[src/rtl/z88_pkg.sv]
// Shared constants for the Z88 slot-bus controller.
// Optional wait-state insertion is enabled by defining SLOT_WAIT_EN.
package z88_pkg;

  // Chip-enable lane assignment
  localparam int unsigned CE_ROM = 0;
  localparam int unsigned CE_RAM = 1;
  localparam int unsigned CE_SE1 = 2;

  // Default debounce window in clock cycles
  localparam int unsigned DEB_CYCLES_DEF = 16;

  // Access FSM state encoding
  typedef logic [1:0] state_t;
  localparam state_t ST_IDLE = 2'd0;
  localparam state_t ST_WAIT = 2'd1;
  localparam state_t ST_HOLD = 2'd2;

endpackage

[src/rtl/z88_slot_bus_if.sv]
// CPU/memory-side bus bundle of the slot-bus controller.
// The controller sits on the slave modport; decode, memories and CPU drive the master side.
interface z88_slot_bus_if #(
  parameter int unsigned NUM_CE = 5,
  parameter int unsigned DATA_W = 8,
  parameter int unsigned WS_W   = 2
) ();

  logic [NUM_CE-1:0]        ce_n;
  logic                     roe_n;
  logic                     wrb_n;
  logic                     mreq_n;
  logic                     iorq_n;
  logic                     rd_n;
  logic [DATA_W-1:0]        z80_do;
  logic [NUM_CE*DATA_W-1:0] mem_do;
  logic [NUM_CE*WS_W-1:0]   ws_cfg;
  logic [DATA_W-1:0]        cdi;
  logic                     wait_n;
  logic                     bus_err;

  modport master (
    output ce_n, roe_n, wrb_n, mreq_n, iorq_n, rd_n, z80_do, mem_do, ws_cfg,
    input  cdi, wait_n, bus_err
  );

  modport slave (
    input  ce_n, roe_n, wrb_n, mreq_n, iorq_n, rd_n, z80_do, mem_do, ws_cfg,
    output cdi, wait_n, bus_err
  );

endinterface

[src/rtl/z88_debounce.sv]
// Single-bit switch debouncer: the output follows the raw input only after
// the raw value has differed from it for DEB_CYCLES consecutive cycles.
// tog_c is a combinational strobe, high in the cycle whose edge flips deb_o.
module z88_debounce
  import z88_pkg::*;
#(
  parameter int unsigned DEB_CYCLES = DEB_CYCLES_DEF
) (
  input  logic clk,
  input  logic reset,
  input  logic raw_i,
  output logic deb_o,
  output logic tog_c
);

  localparam int unsigned CNT_W = (DEB_CYCLES > 1) ? $clog2(DEB_CYCLES) : 1;

  logic [CNT_W-1:0] cnt_q, cnt_d;
  logic             deb_q, deb_d;

  // Count consecutive disagreeing cycles; flip on the last one
  always_comb begin
    cnt_d = '0;
    deb_d = deb_q;
    tog_c = 1'b0;
    if (raw_i != deb_q) begin
      if (cnt_q == CNT_W'(DEB_CYCLES - 1)) begin
        deb_d = ~deb_q;
        tog_c = 1'b1;
      end else begin
        cnt_d = cnt_q + CNT_W'(1);
      end
    end
  end

  // State registers
  always_ff @(posedge clk) begin
    if (reset) begin
      cnt_q <= '0;
      deb_q <= 1'b0;
    end else begin
      cnt_q <= cnt_d;
      deb_q <= deb_d;
    end
  end

  assign deb_o = deb_q;

endmodule

[src/rtl/z88_slot_bus.sv]
// Z88 slot-bus controller: lane arbitration, wait-state insertion, registered
// CPU read data, card/flap debounce and NMI event flags.
// Define SLOT_WAIT_EN to enable per-lane wait states (otherwise wait_n stays high).
module z88_slot_bus
  import z88_pkg::*;
#(
  parameter int unsigned NUM_CE     = 5,
  parameter int unsigned DATA_W     = 8,
  parameter int unsigned WS_W       = 2,
  parameter int unsigned DEB_CYCLES = DEB_CYCLES_DEF,
  parameter int unsigned CARD_SLOTS = NUM_CE - 2
) (
  input  logic                  clk,
  input  logic                  reset,
  z88_slot_bus_if.slave         bus,
  input  logic [CARD_SLOTS-1:0] card_det,
  input  logic                  flap,
  input  logic                  nmi_ack,
  output logic                  nmi_n,
  output logic [CARD_SLOTS-1:0] card_status,
  output logic [CARD_SLOTS:0]   evt
);

  localparam int unsigned SEL_W = (NUM_CE > 1) ? $clog2(NUM_CE) : 1;
  localparam int unsigned EVT_W = CARD_SLOTS + 1;

  state_t            state_q, state_d;
  logic [SEL_W-1:0]  sel_q, sel_d;
  logic              wait_n_q, wait_n_d;
  logic              bus_err_q, bus_err_d;
  logic [DATA_W-1:0] cdi_q, cdi_d;
  logic [EVT_W-1:0]  evt_q, evt_d;
  logic              nmi_n_q, nmi_n_d;

  logic              access_c;
  logic              multi_c;
  logic [SEL_W-1:0]  sel_c;
  logic [DATA_W-1:0] rd_data_c;
  logic [EVT_W-1:0]  raw_c, deb_c, tog_c, set_c;

`ifdef SLOT_WAIT_EN
  logic [WS_W-1:0]   cnt_q, cnt_d;
  logic [WS_W-1:0]   ws_c;
`else
  logic              unused_ws;
  assign unused_ws = ^bus.ws_cfg;
`endif

  // Access detect, lowest-lane priority select and latched-lane read mux
  always_comb begin
    access_c  = (bus.ce_n != '1) && (!bus.roe_n || !bus.wrb_n);
    multi_c   = ($countones(~bus.ce_n) > 1);
    sel_c     = '0;
    rd_data_c = '1;
    for (int i = NUM_CE - 1; i >= 0; i--) begin
      if (!bus.ce_n[i]) sel_c = SEL_W'(i);
    end
    for (int i = 0; i < NUM_CE; i++) begin
      if (sel_q == SEL_W'(i)) rd_data_c = bus.mem_do[i*DATA_W +: DATA_W];
    end
  end

`ifdef SLOT_WAIT_EN
  // Wait-state count of the lane about to be latched
  always_comb begin
    ws_c = '0;
    for (int i = 0; i < NUM_CE; i++) begin
      if (sel_c == SEL_W'(i)) ws_c = bus.ws_cfg[i*WS_W +: WS_W];
    end
  end
`endif

  // Access FSM next state, wait_n and bus error strobe
  always_comb begin
    state_d   = state_q;
    sel_d     = sel_q;
    wait_n_d  = 1'b1;
    bus_err_d = 1'b0;
`ifdef SLOT_WAIT_EN
    cnt_d     = cnt_q;
`endif
    case (state_q)
      ST_IDLE: begin
        if (access_c) begin
          sel_d     = sel_c;
          bus_err_d = multi_c;
`ifdef SLOT_WAIT_EN
          cnt_d = ws_c;
          if (ws_c == '0) begin
            state_d = ST_HOLD;
          end else begin
            state_d  = ST_WAIT;
            wait_n_d = 1'b0;
          end
`else
          state_d = ST_HOLD;
`endif
        end
      end
`ifdef SLOT_WAIT_EN
      ST_WAIT: begin
        if (!access_c) begin
          state_d = ST_IDLE;
        end else if (cnt_q == WS_W'(1)) begin
          state_d = ST_HOLD;
        end else begin
          cnt_d    = cnt_q - WS_W'(1);
          wait_n_d = 1'b0;
        end
      end
`endif
      ST_HOLD: begin
        if (!access_c) state_d = ST_IDLE;
      end
      default: state_d = ST_IDLE;
    endcase
  end

  // CPU read data source priority: memory read, loopback, idle ones
  always_comb begin
    if (state_q == ST_HOLD && !bus.roe_n) begin
      cdi_d = rd_data_c;
    end else if ((!bus.mreq_n || !bus.iorq_n) && bus.rd_n) begin
      cdi_d = bus.z80_do;
    end else begin
      cdi_d = '1;
    end
  end

  // Card and flap debouncers (flap is the top bit)
  assign raw_c = {flap, card_det};

  for (genvar g = 0; g < EVT_W; g++) begin : g_deb
    z88_debounce #(.DEB_CYCLES(DEB_CYCLES)) u_deb (
      .clk   (clk),
      .reset (reset),
      .raw_i (raw_c[g]),
      .deb_o (deb_c[g]),
      .tog_c (tog_c[g])
    );
  end

  // Sticky events: any card change, flap opening only; new events beat the ack
  always_comb begin
    set_c             = tog_c;
    set_c[CARD_SLOTS] = tog_c[CARD_SLOTS] & ~deb_c[CARD_SLOTS];
    evt_d             = (evt_q & ~{EVT_W{nmi_ack}}) | set_c;
    nmi_n_d           = ~|evt_d;
  end

  // State and output registers
  always_ff @(posedge clk) begin
    if (reset) begin
      state_q   <= ST_IDLE;
      sel_q     <= '0;
      wait_n_q  <= 1'b1;
      bus_err_q <= 1'b0;
      cdi_q     <= '1;
      evt_q     <= '0;
      nmi_n_q   <= 1'b1;
`ifdef SLOT_WAIT_EN
      cnt_q     <= '0;
`endif
    end else begin
      state_q   <= state_d;
      sel_q     <= sel_d;
      wait_n_q  <= wait_n_d;
      bus_err_q <= bus_err_d;
      cdi_q     <= cdi_d;
      evt_q     <= evt_d;
      nmi_n_q   <= nmi_n_d;
`ifdef SLOT_WAIT_EN
      cnt_q     <= cnt_d;
`endif
    end
  end

  assign bus.cdi     = cdi_q;
  assign bus.wait_n  = wait_n_q;
  assign bus.bus_err = bus_err_q;
  assign card_status = deb_c[CARD_SLOTS-1:0];
  assign evt         = evt_q;
  assign nmi_n       = nmi_n_q;

endmodule

[src/flat_wrapper.sv]
// flat-port wrapper written by rule: the top's interface ports become plain ports
module z88_slot_bus_flat import z88_pkg::*;
#(
  parameter int unsigned NUM_CE     = 5,
  parameter int unsigned DATA_W     = 8,
  parameter int unsigned WS_W       = 2,
  parameter int unsigned DEB_CYCLES = DEB_CYCLES_DEF,
  parameter int unsigned CARD_SLOTS = NUM_CE - 2
)
  (clk, reset, card_det, flap, nmi_ack, nmi_n, card_status, evt, bus_ce_n, bus_roe_n, bus_wrb_n, bus_mreq_n, bus_iorq_n, bus_rd_n, bus_z80_do, bus_mem_do, bus_ws_cfg, bus_cdi, bus_wait_n, bus_bus_err);
  z88_slot_bus_if #(.NUM_CE(NUM_CE), .DATA_W(DATA_W), .WS_W(WS_W)) bus_i ();
  input  logic clk;
  input  logic reset;
  input  logic [CARD_SLOTS-1:0] card_det;
  input  logic flap;
  input  logic nmi_ack;
  output logic nmi_n;
  output logic [CARD_SLOTS-1:0] card_status;
  output logic [CARD_SLOTS:0] evt;
  input wire logic [$bits(bus_i.ce_n)-1:0] bus_ce_n;
  input wire logic [$bits(bus_i.roe_n)-1:0] bus_roe_n;
  input wire logic [$bits(bus_i.wrb_n)-1:0] bus_wrb_n;
  input wire logic [$bits(bus_i.mreq_n)-1:0] bus_mreq_n;
  input wire logic [$bits(bus_i.iorq_n)-1:0] bus_iorq_n;
  input wire logic [$bits(bus_i.rd_n)-1:0] bus_rd_n;
  input wire logic [$bits(bus_i.z80_do)-1:0] bus_z80_do;
  input wire logic [$bits(bus_i.mem_do)-1:0] bus_mem_do;
  input wire logic [$bits(bus_i.ws_cfg)-1:0] bus_ws_cfg;
  output wire logic [$bits(bus_i.cdi)-1:0] bus_cdi;
  output wire logic [$bits(bus_i.wait_n)-1:0] bus_wait_n;
  output wire logic [$bits(bus_i.bus_err)-1:0] bus_bus_err;
  assign bus_i.ce_n = bus_ce_n;
  assign bus_i.roe_n = bus_roe_n;
  assign bus_i.wrb_n = bus_wrb_n;
  assign bus_i.mreq_n = bus_mreq_n;
  assign bus_i.iorq_n = bus_iorq_n;
  assign bus_i.rd_n = bus_rd_n;
  assign bus_i.z80_do = bus_z80_do;
  assign bus_i.mem_do = bus_mem_do;
  assign bus_i.ws_cfg = bus_ws_cfg;
  assign bus_cdi = bus_i.cdi;
  assign bus_wait_n = bus_i.wait_n;
  assign bus_bus_err = bus_i.bus_err;
  z88_slot_bus #(.NUM_CE(NUM_CE), .DATA_W(DATA_W), .WS_W(WS_W), .DEB_CYCLES(DEB_CYCLES), .CARD_SLOTS(CARD_SLOTS)) u_core (.clk(clk), .reset(reset), .bus(bus_i), .card_det(card_det), .flap(flap), .nmi_ack(nmi_ack), .nmi_n(nmi_n), .card_status(card_status), .evt(evt));
endmodule
[config.mk]
export PLATFORM = sky130hd
export DESIGN_NAME = z88_slot_bus_flat
export DESIGN_NICKNAME = d
export VERILOG_FILES = /design/src/rtl/z88_pkg.sv /design/src/rtl/z88_slot_bus_if.sv /design/src/rtl/z88_debounce.sv /design/src/rtl/z88_slot_bus.sv /design/src/flat_wrapper.sv
export SDC_FILE = /design/constraint.sdc
export NUM_CORES = 1
export LEC_CHECK = 0
export CAP_MARGIN = 10
export CELL_PAD_IN_SITES_DETAIL_PLACEMENT = 2
export CELL_PAD_IN_SITES_GLOBAL_PLACEMENT = 2
export CORE_MARGIN = 2
export CORE_UTILIZATION = 23
export CTS_CLUSTER_SIZE = 24
export DETAILED_ROUTE_END_ITERATION = 8
export GPL_ROUTABILITY_DRIVEN = 0
export PLACE_DENSITY_LB_ADDON = 0.1
export SLEW_MARGIN = 20
export SYNTH_ARGS = -nofsm -noshare
export SYNTH_HDL_FRONTEND = slang
export SYNTH_SLANG_ARGS = --single-unit
[constraint.sdc]
create_clock -name clk -period 2.7 [get_ports clk]
set_input_delay 0.675 -clock clk [delete_from_list [all_inputs] [get_ports clk]]
set_output_delay 0.675 -clock clk [all_outputs]
set_load 0.01 [all_outputs]
Yosys cells after proc, flatten, opt, wreduce, memory -nomap -nowiden
Index checks and enable logic that the tools add are counted.
- output and inout port bits: 18
- register bits: 39
- input bits: 75
- mux-type cells: 23
- bitwise operators: 15
- order comparisons: 1
- $add $sub $neg: 8
- reductions and logical operators: 24
- equal/unequal tests: 16
- operators with widths (operator ; number):
    2-to-1 mux 8 bit ; 7
    adder 32 x 1 -> 32 bit ; 1
    adder 32 bit ; 1
    greater-than comparator 32 x 2 -> 1 bit (second input constant) ; 1
    adder 4 x 1 -> 4 bit (second input constant) ; 4
    equality test 4 bit (second input constant) ; 4
    2-to-1 mux 3 bit ; 5
    OR reduction 3 bit ; 5
    AND reduction 2 bit ; 6
    NOT 1 bit ; 10
    2-to-1 mux 1 bit ; 8
    equality test 3 x 2 -> 1 bit (second input constant) ; 2
    zero test 1 bit ; 5
    inequality test 5 bit (second input constant) ; 1
    NOT 5 bit ; 1
    adder 1 x 1 -> 2 bit ; 2
    bitwise AND 4 bit ; 1
    2-to-1 mux 2 bit ; 2
    inequality test 1 bit ; 4
    NOT 4 bit ; 1
    bitwise OR 4 bit ; 1
    one-hot mux 2 bit (2 select lines) ; 1
    OR reduction 4 bit ; 1
    equality test 3 x 1 -> 1 bit (second input constant) ; 1
    other kinds (9) ; 12

Logic depth before layout (Yosys ltp)
Gate-level depths: netlist of the first run.
- word-level depth: 7
- mapped depth: 6
- mapped depth without buffers: 6

Hierarchy
From an unflattened synthesis of the first run, not the netlist that was laid out.
- cell total of the unflattened synthesis: 204
- area, all modules: 1926.8 um^2
- modules (own cells, without submodules) (module ; area an instance (um^2) ; sequential area each (um^2) ; times used ; cells each):
    z88_slot_bus ; 1141.1 ; 360.3 ; 1 ; 128
    z88_debounce ; 196.4 ; 100.1 ; 4 ; 19

Worst setup path after synthesis of the first run
OpenSTA, ideal clock, no wires.
- path type: input -> register
- start: in bus_ce_n[2]
- end: reg u_core.bus_err_q, in the netlist u_core.bus.bus_err
- path buffers: 0
- stages on the path: 6
- setup time: 0.118 ns
- path slack: 0.513 ns
- arrival time: 2.069 ns
- cells stage by stage: inv_1 ha_1 ha_1 a21o_1 fa_1 o2111a_1
- cells in the longest elaborated chain, start to end: 5
- RTL lines (element ; RTL line ; text):
    from (decl) ; flat_wrapper.sv:20 ; input wire logic [$bits(bus_i.ce_n)-1:0] bus_ce_n;
    NOT 5 bit ; z88_slot_bus.sv:52 ; multi_c = ($countones(~bus.ce_n) > 1);
    adder 1 x 1 -> 2 bit (implied by the code) ; z88_slot_bus.sv:52 ;
    adder 32 bit (implied by the code) ; z88_slot_bus.sv:52 ;
    adder 32 x 1 -> 32 bit (implied by the code) ; z88_slot_bus.sv:52 ;
    greater-than comparator 32 x 2 -> 1 bit ; z88_slot_bus.sv:52 ;
    to (signal assigned) ; z88_slot_bus.sv:168 ; bus_err_q <= bus_err_d;
    to (decl) ; z88_slot_bus.sv:30 ; logic bus_err_q, bus_err_d;
Parallel ways exist; a longest one is shown, timed or not.
A chain may end at the register's enable or synchronous reset.

Worst setup path after layout of the first run
- start: in bus_ce_n[0]
- end: reg u_core.bus_err_q, in the netlist u_core.bus.bus_err
Same word-level chain as after synthesis.

==> results.md, run 1 <==
- Reg2reg start: u_core.sel_q[0]
- Max Cap Viol: 0
- Synth Net Count: approximately 280
- DRT Wirelength: ~5900 um
- First drt pass iteration count: 3
- Largest net degree at the start of global routing: 24
- Nets: roughly 370
- Bufs and invs on worst path: 2
- Max Clock Skew: between 9 and 10 ps
- Final Max Slew Viols: 0
- Mux cell area share after synthesis: 11.46%
- Synth Flop Type: dfxtp_1
- CTS resizes: 0
- RSZ-0062 raised after global routing: false
- Area Growth Syn to Fin: 55.99%
- CTS root buf: clkbuf_8
- Final Util: roughly 37%
- Hold Buf Count CTS: 0
- Chip Width: between 90 and 100 um
- Worst skew pair latency: 290 ps
- Initial core utilization: between 20% and 30%
- # diodes: 0
- Outcome: finished, final reports clean
- CTS tree: done
- Register clock-pin slew on the reported worst setup and hold paths: 80 ps
- Worst-case clock buffer depth: 2
- Min Tclk post-route: between 2000 and 2500 ps
- Post-synthesis cell type count: 40
- Post-DP HPWL: a little under 5000 um
- Syn_area_per_cell: between 10 and 15 um^2
- Synth Instances: 196
- Final Hold Fails: 0
- Layout cells sized above 1: roughly a tenth
- Hold Path Class: reg -> reg
- GRT Total Usage: about 14%
- Crit path max fanout: 2
- Worst VDD drop: between 0.00015 and 0.0002 V
- DRC: 0
- Worst setup startpoint: bus_ce_n[0]
- Compound-Gate Fraction of Synth Area: 9.618%
- H-tree Lvls: 2
- Vias in the first global route: roughly 1.9k
- Grt ovf: 0
- Filler cell count: roughly 920
- Yosys warns: 0
- WL/cell: ~15 um
- HP Start: u_core.g_deb[1].u_deb.cnt_q[0]
- Vias: between 1.5k and 2k
- Worst setup EP type: flop
- Max_slew headroom: 54.33%
- Crit path required time: ~2900 ps
- Final Cell Area: about 3000 um^2
- Most frequent CP cell: ha_1
- Setup Total Neg Slack: 0 ps
- Post-synthesis sequential area ratio: between 30% and 40%
- Critical Path Start Type: input port
- First-pass GRT wire length: 9501 um
- TritonCTS Buffers: 5
- CP max stage cell: clkdlybuf4s50_1
- Post-Syn Area: just under 2000 um^2
- # Post-CTS Setup Buffers: 0
- Initial DRC Count: 7
- Setup CP Type: in -> reg
- Post-place instance area: roughly 2900 um^2
- Antenna Nets Post-Route: 0
- Top Ports: between 90 and 100
- Ys async rst share: 0%
- Initial antenna violation count: 0
- Top delay family on crit path: adder cells
- Critical path cell sequence: clkdlybuf4s50_1 -> inv_1 -> ha_1 -> ha_1 -> a21o_1 -> fa_1 -> o2111a_1
- P_leak: roughly 1.2 nW
- Combinational family with the most area after synthesis: simple AND/OR/NAND/NOR gates
- Simple-Gate Fraction of Synth Area: about a fifth
- Adder-cell share of the synthesized area: under 10%
- CP max stage delay: 480 ps
- Site row count: 33
- PortBufs: 81
- Final period util: approximately 90%
- Yosys reg bits: 38
- Actual slew at the worst max-slew pin: ~680 ps
- Worst path arrival time: between 2000 and 3000 ps
- FMAX: between 0.4 and 0.5 GHz
- Die Height: approximately 96 um
- PwrDens: 507.7 nW/um^2
- Xor and xnor area share after synthesis: 5.796%
- Vias/cell: between 4 and 5
- Number of flops mapped to enable cells by yosys: 0
- Total core area: roughly 8300 um^2
- Total Die Area: around 9300 um^2
- Final setup vio count: 0
- # clock sinks: 38
## synthesized netlist by cell type (all sizes together) (2+ instances only)
| library cell | n | area share, % |
|---|---|---|
| dfxtp | 38 | 39 |
| nor2 | 21 | 4.0 |
| inv | 16 | 3.1 |
| ha | 12 | 7.6 |
| buf | 7 | 2.6 |
| nand3 | 7 | 1.8 |
| nor4 | 7 | 2.2 |
| or3 | 7 | 2.2 |
| xor2 | 7 | 3.1 |
| mux2 | 6 | 3.4 |
| mux2i | 6 | 3.1 |
| xnor2 | 6 | 2.7 |
| a211oi | 4 | 1.5 |
| mux4 | 4 | 5.0 |
| o221a | 4 | 2.3 |
| o22ai | 4 | 1.3 |
| o32ai | 4 | 1.8 |
| or3b | 4 | 1.8 |
| and3 | 3 | 0.96 |
| and4b | 3 | 1.5 |
| clkbuf | 3 | 0.57 |
| nand2b | 3 | 0.96 |
| nand4b | 3 | 1.3 |
| a21oi | 2 | 0.51 |
| a32oi | 2 | 0.89 |
| nand2 | 2 | 0.38 |
## flip-flops by register name, summed over array words and instances (netlist names)
register and cells:
u_core.state_q 1, u_core.bus.cdi 8, u_core.sel_q 3, u_core.nmi_n 1, u_core.g_deb.u_deb.deb_o 4, u_core.g_deb.u_deb.cnt_q 16, u_core.evt 4, u_core.bus.bus_err 1
## final timing paths
path / slack, ps / to / depth (start not counted)
max: 220 / u_core.bus.bus_err / 7
min: 460 / u_core.g_deb[1].u_deb.cnt_q[0] / 1
max reg2reg: 810 / u_core.bus.cdi[1] / 3
min reg2reg: 460 / u_core.g_deb[1].u_deb.cnt_q[0] / 1
## worst register-to-register path: stages, from the launching register on
cell and delay, ps:
dfxtp_1 660, mux4_1 620, or3_1 360, o221a_1 140
## placed cells by master, fill, tap and decap left out, types with 2 or more instances in the layout
cell type        synthesis  layout
a32oi_1                  2       2
clkbuf_8                 0       5
bufinv_16                0       2
mux4_1                   2       2
or3_1                    7       7
nand4b_1                 3       3
mux2_2                   6       6
buf_4                    4      11
xnor2_1                  6       6
and4b_1                  3       3
inv_1                   16      16
nand3_1                  7       7
mux4_2                   2       2
nor4_1                   7       7
nand2_1                  2       2
mux2i_1                  6       6
and3_1                   3       3
a21oi_1                  2       2
clkdlybuf4s50_1          0      81
o221a_1                  4       4
xor2_1                   7       7
or3b_1                   4       4
dfxtp_1                 38      38
ha_1                    12      12
nand2b_1                 3       3
o32ai_1                  4       4
o22ai_1                  4       4
a211oi_1                 4       4
nor2_1                  21      21
## report_power, final
part / switching (mW) / total (mW) / internal, mW
Sequential: 0.0323 / 0.626 / 0.594
Clock: 0.216 / 0.586 / 0.370
Combinational: 0.126 / 0.343 / 0.216
## stage by stage
step | hold slack [ps] | total power [mW] | setup WS, ps | cells
global route | 477.1 | 1.645 | 172.2 | 391
detailed placement | 442.4 | 0.9890 | -85.32 | 383
CTS | 460.5 | 1.586 | 226.1 | 391
finish | 456.6 | 1.556 | 221.9 | 391
global placement | 430.5 | 0.9803 | -60.22 | 383
floorplan | 417.6 | 0.7880 | 513.2 | 196
## metal layers
layer,vias up,track usage [%],wire (um)
met1,833,16.25,2563
li1,883,-,-
met2,38,24.83,3042
met3,7,2.793,248
met5,-,0,0
met4,0,3.521,62
## cell families after synthesis
family,count (synthesis)
AND/OR/NAND/NOR,66
other,1
flip-flops,38
XOR/XNOR,13
AO/OA/AOI/OAI,23
adder cells (fa/ha/maj),13
buffers and inverters,26
multiplexers,16
## area by class of cell
cell class / count / area, um^2 / share of cell area (%)
clock inverter: 3 / 68.82 / 2.246
inverter: 16 / 60.06 / 1.960
sequential: 38 / 760.7 / 24.83
tap: 105 / 131.4 / 4.287
multi-input combinational: 132 / 1081 / 35.28
timing repair buffer: 92 / 893.4 / 29.15
clock buffer: 5 / 68.82 / 2.246
(Power assumes the default switching activity.)
==> run 2: changes to the inputs <==
- clock period: 2.7 -> 2.6 ns (I/O delays scaled with it)
==> results.md, run 2 (synthesis gave the netlist of run 1 again) <==
- Outcome: finished, final reports clean
- Most frequent CP cell: ha_1
- Sw Pwr: 0.3811 mW
- Vias/cell: about 4.5
- PwrDens: roughly 520 nW/um^2
- # diodes: 0
- Final Max Slew Viols: 0
- Gate power share: 21.8%
- Area Growth Syn to Fin: 55.61%
- H-tree Lvls: 2
- Critical path cell sequence: clkdlybuf4s50_1 -> inv_1 -> ha_1 -> ha_1 -> a21o_1 -> fa_1 -> o2111a_1
- PortBufs: 81
- Largest net degree at the start of global routing: 24
- Max Cap Viol: 0
- DRC: 0
- Final setup vio count: 0
- CTS root buf: clkbuf_8
- Initial DRC Count: 23
- Worst Reg-to-Reg Cells: 3
- Chip Width: a little under 100 um
- Top Ports: just over 90
- # Post-CTS Setup Buffers: 0
- RSZ-0062 raised after global routing: false
- Critical Path Start Type: input port
- Seq pwr share: roughly 40%
- Most flops, register: u_core.g_deb.u_deb.cnt_q
- FF-to-FF setup slack: between 700 and 800 ps
- Worst VDD drop: 0.0002185 V
- TritonCTS Buffers: 5
- Post-place instance area: 2919 um^2
- Nets: between 300 and 400
- First drt pass iteration count: 4
- Commonest cells after routing, fill and taps aside: clkdlybuf4s50_1, dfxtp_1, nor2_1
- GRT Total Usage: roughly an eighth
- Layout cells sized above 1: 9.474%
- Final Hold Fails: 0
- First-pass GRT wire length: around 9400 um
- DRT Wirelength: 5905 um
- Hold Path Depth: 1
- HP Start: u_core.g_deb[2].u_deb.cnt_q[0]
- CTS tree: done
- Worst path arrival time: about 2600 ps
- Switching share of power: a little under a quarter
- Setup CP Type: in -> reg
- # clock sinks: 38
- Initial antenna violation count: 0
- Reg-to-reg endpoint: u_core.bus.cdi[1]
- Post-DP HPWL: 4867 um
- CTS resizes: 0
- Min Tclk post-route: between 2000 and 2500 ps
- Clock network power share: between 30% and 40%
- Worst skew pair latency: approximately 280 ps
- Reg2reg start: u_core.sel_q[0]
- Grt ovf: 0
- Max Clock Skew: slightly above 8 ps
- Crit path max fanout: 2
- Dpl cells: around 380
- Die Height: around 96 um
- WHS: around 460 ps
- Actual slew at the worst max-slew pin: roughly 700 ps
- Final Cell Area: around 3100 um^2
- Site row count: 33
- Top delay family on crit path: adder cells
- Worst setup EP type: flop
- Max_slew headroom: between 50% and 60%
- Antenna Nets Post-Route: 0
- Hold Path Class: reg -> reg
- Final period util: a little over nine tenths
- CP max stage cell: clkdlybuf4s50_1
- FF/Latch Area: approximately 760 um^2
- Crit path required time: 2780 ps
- Hold endpoint: u_core.g_deb[2].u_deb.cnt_q[0]
- Bufs and invs on worst path: 2
- Register clock-pin slew on the reported worst setup and hold paths: roughly 80 ps
- Total Die Area: between 9000 and 10000 um^2
- Worst-case clock buffer depth: 2
- Internal cell power: 1.219 mW
- Area taken by multi-input logic gates: 1081 um^2
- Vias: 1756
- Most common cell after layout, fill and taps aside: clkdlybuf4s50_1
- WL/cell: 15.14 um
- CP max stage delay: approximately 480 ps
- Initial core utilization: 23.79%
- Max reg flops: 16
- Hold Buf Count CTS: 0
- Total core area: roughly 8300 um^2
- Filler cell count: between 900 and 1k
- Layout Cells excl Fill: 390
- FMAX: 0.4103 GHz
- P_leak: between 1 and 1.5 nW
- Vias in the first global route: between 1.5k and 2k
## run 2: cell types whose count changed in the layout (fill, tap and decap cells not counted)
cell	delta
buf_4	-1
## run 2: worst max path at each step
stage / from / endpoint / slack [ps] / cells after the start
5_1_grt: bus_ce_n[2] / u_core.sel_q[1] / 90 / 8
3_5_place_dp: bus_ce_n[0] / u_core.bus.bus_err / -140 / 7
2_1_floorplan: bus_ce_n[2] / u_core.bus.bus_err / 440 / 6
4_1_cts: bus_ce_n[3] / u_core.bus.bus_err / 150 / 7
3_3_place_gp: bus_ce_n[2] / u_core.bus.bus_err / -130 / 7
6_report: bus_ce_n[0] / u_core.bus.bus_err / 160 / 7
## run 2: area by class of cell
cell class	count	area share, %
multi-input combinational	132	35.37
timing repair buffer	91	28.98
sequential	38	24.89
tap	105	4.298
clock buffer	5	2.251
clock inverter	3	2.251
inverter	16	1.965
## run 2: power groups by stage
| stage | clock network [mW] | registers (mW) | logic (mW) |
|---|---|---|---|
| floorplan | 0 | 0.658 | 0.160 |
| global placement | 0 | 0.663 | 0.347 |
| detailed placement | 0 | 0.665 | 0.353 |
| CTS | 0.620 | 0.653 | 0.356 |
| global route | 0.644 | 0.658 | 0.388 |
| finish | 0.601 | 0.651 | 0.348 |
## run 2: per-layer routing
layer	wire (um)	vias up	track usage, %
li1	-	882	-
met1	2581	836	15.52
met2	3100	36	25.06
met3	201	2	2.560
met4	22	0	2.817
met5	0	-	0
## run 2: metrics by stage
step           setup WS (ps)  utilization [%]  total power [mW]  setup TNS, ps
2_1_floorplan          438.2                -            0.8183              0
3_3_place_gp          -128.1            35.35             1.010         -223.4
3_5_place_dp          -141.9            35.35             1.018         -249.5
4_1_cts                153.7            37.02             1.628              0
5_1_grt                94.93            37.02             1.690              0
6_report               162.7            37.02             1.600              0
==> run 3: changes to the inputs <==
- HOLD_SLACK_MARGIN: default -> 0.08
==> results of run 3 <==
The final DEF is identical to that of run 2; final timing and power are the same.
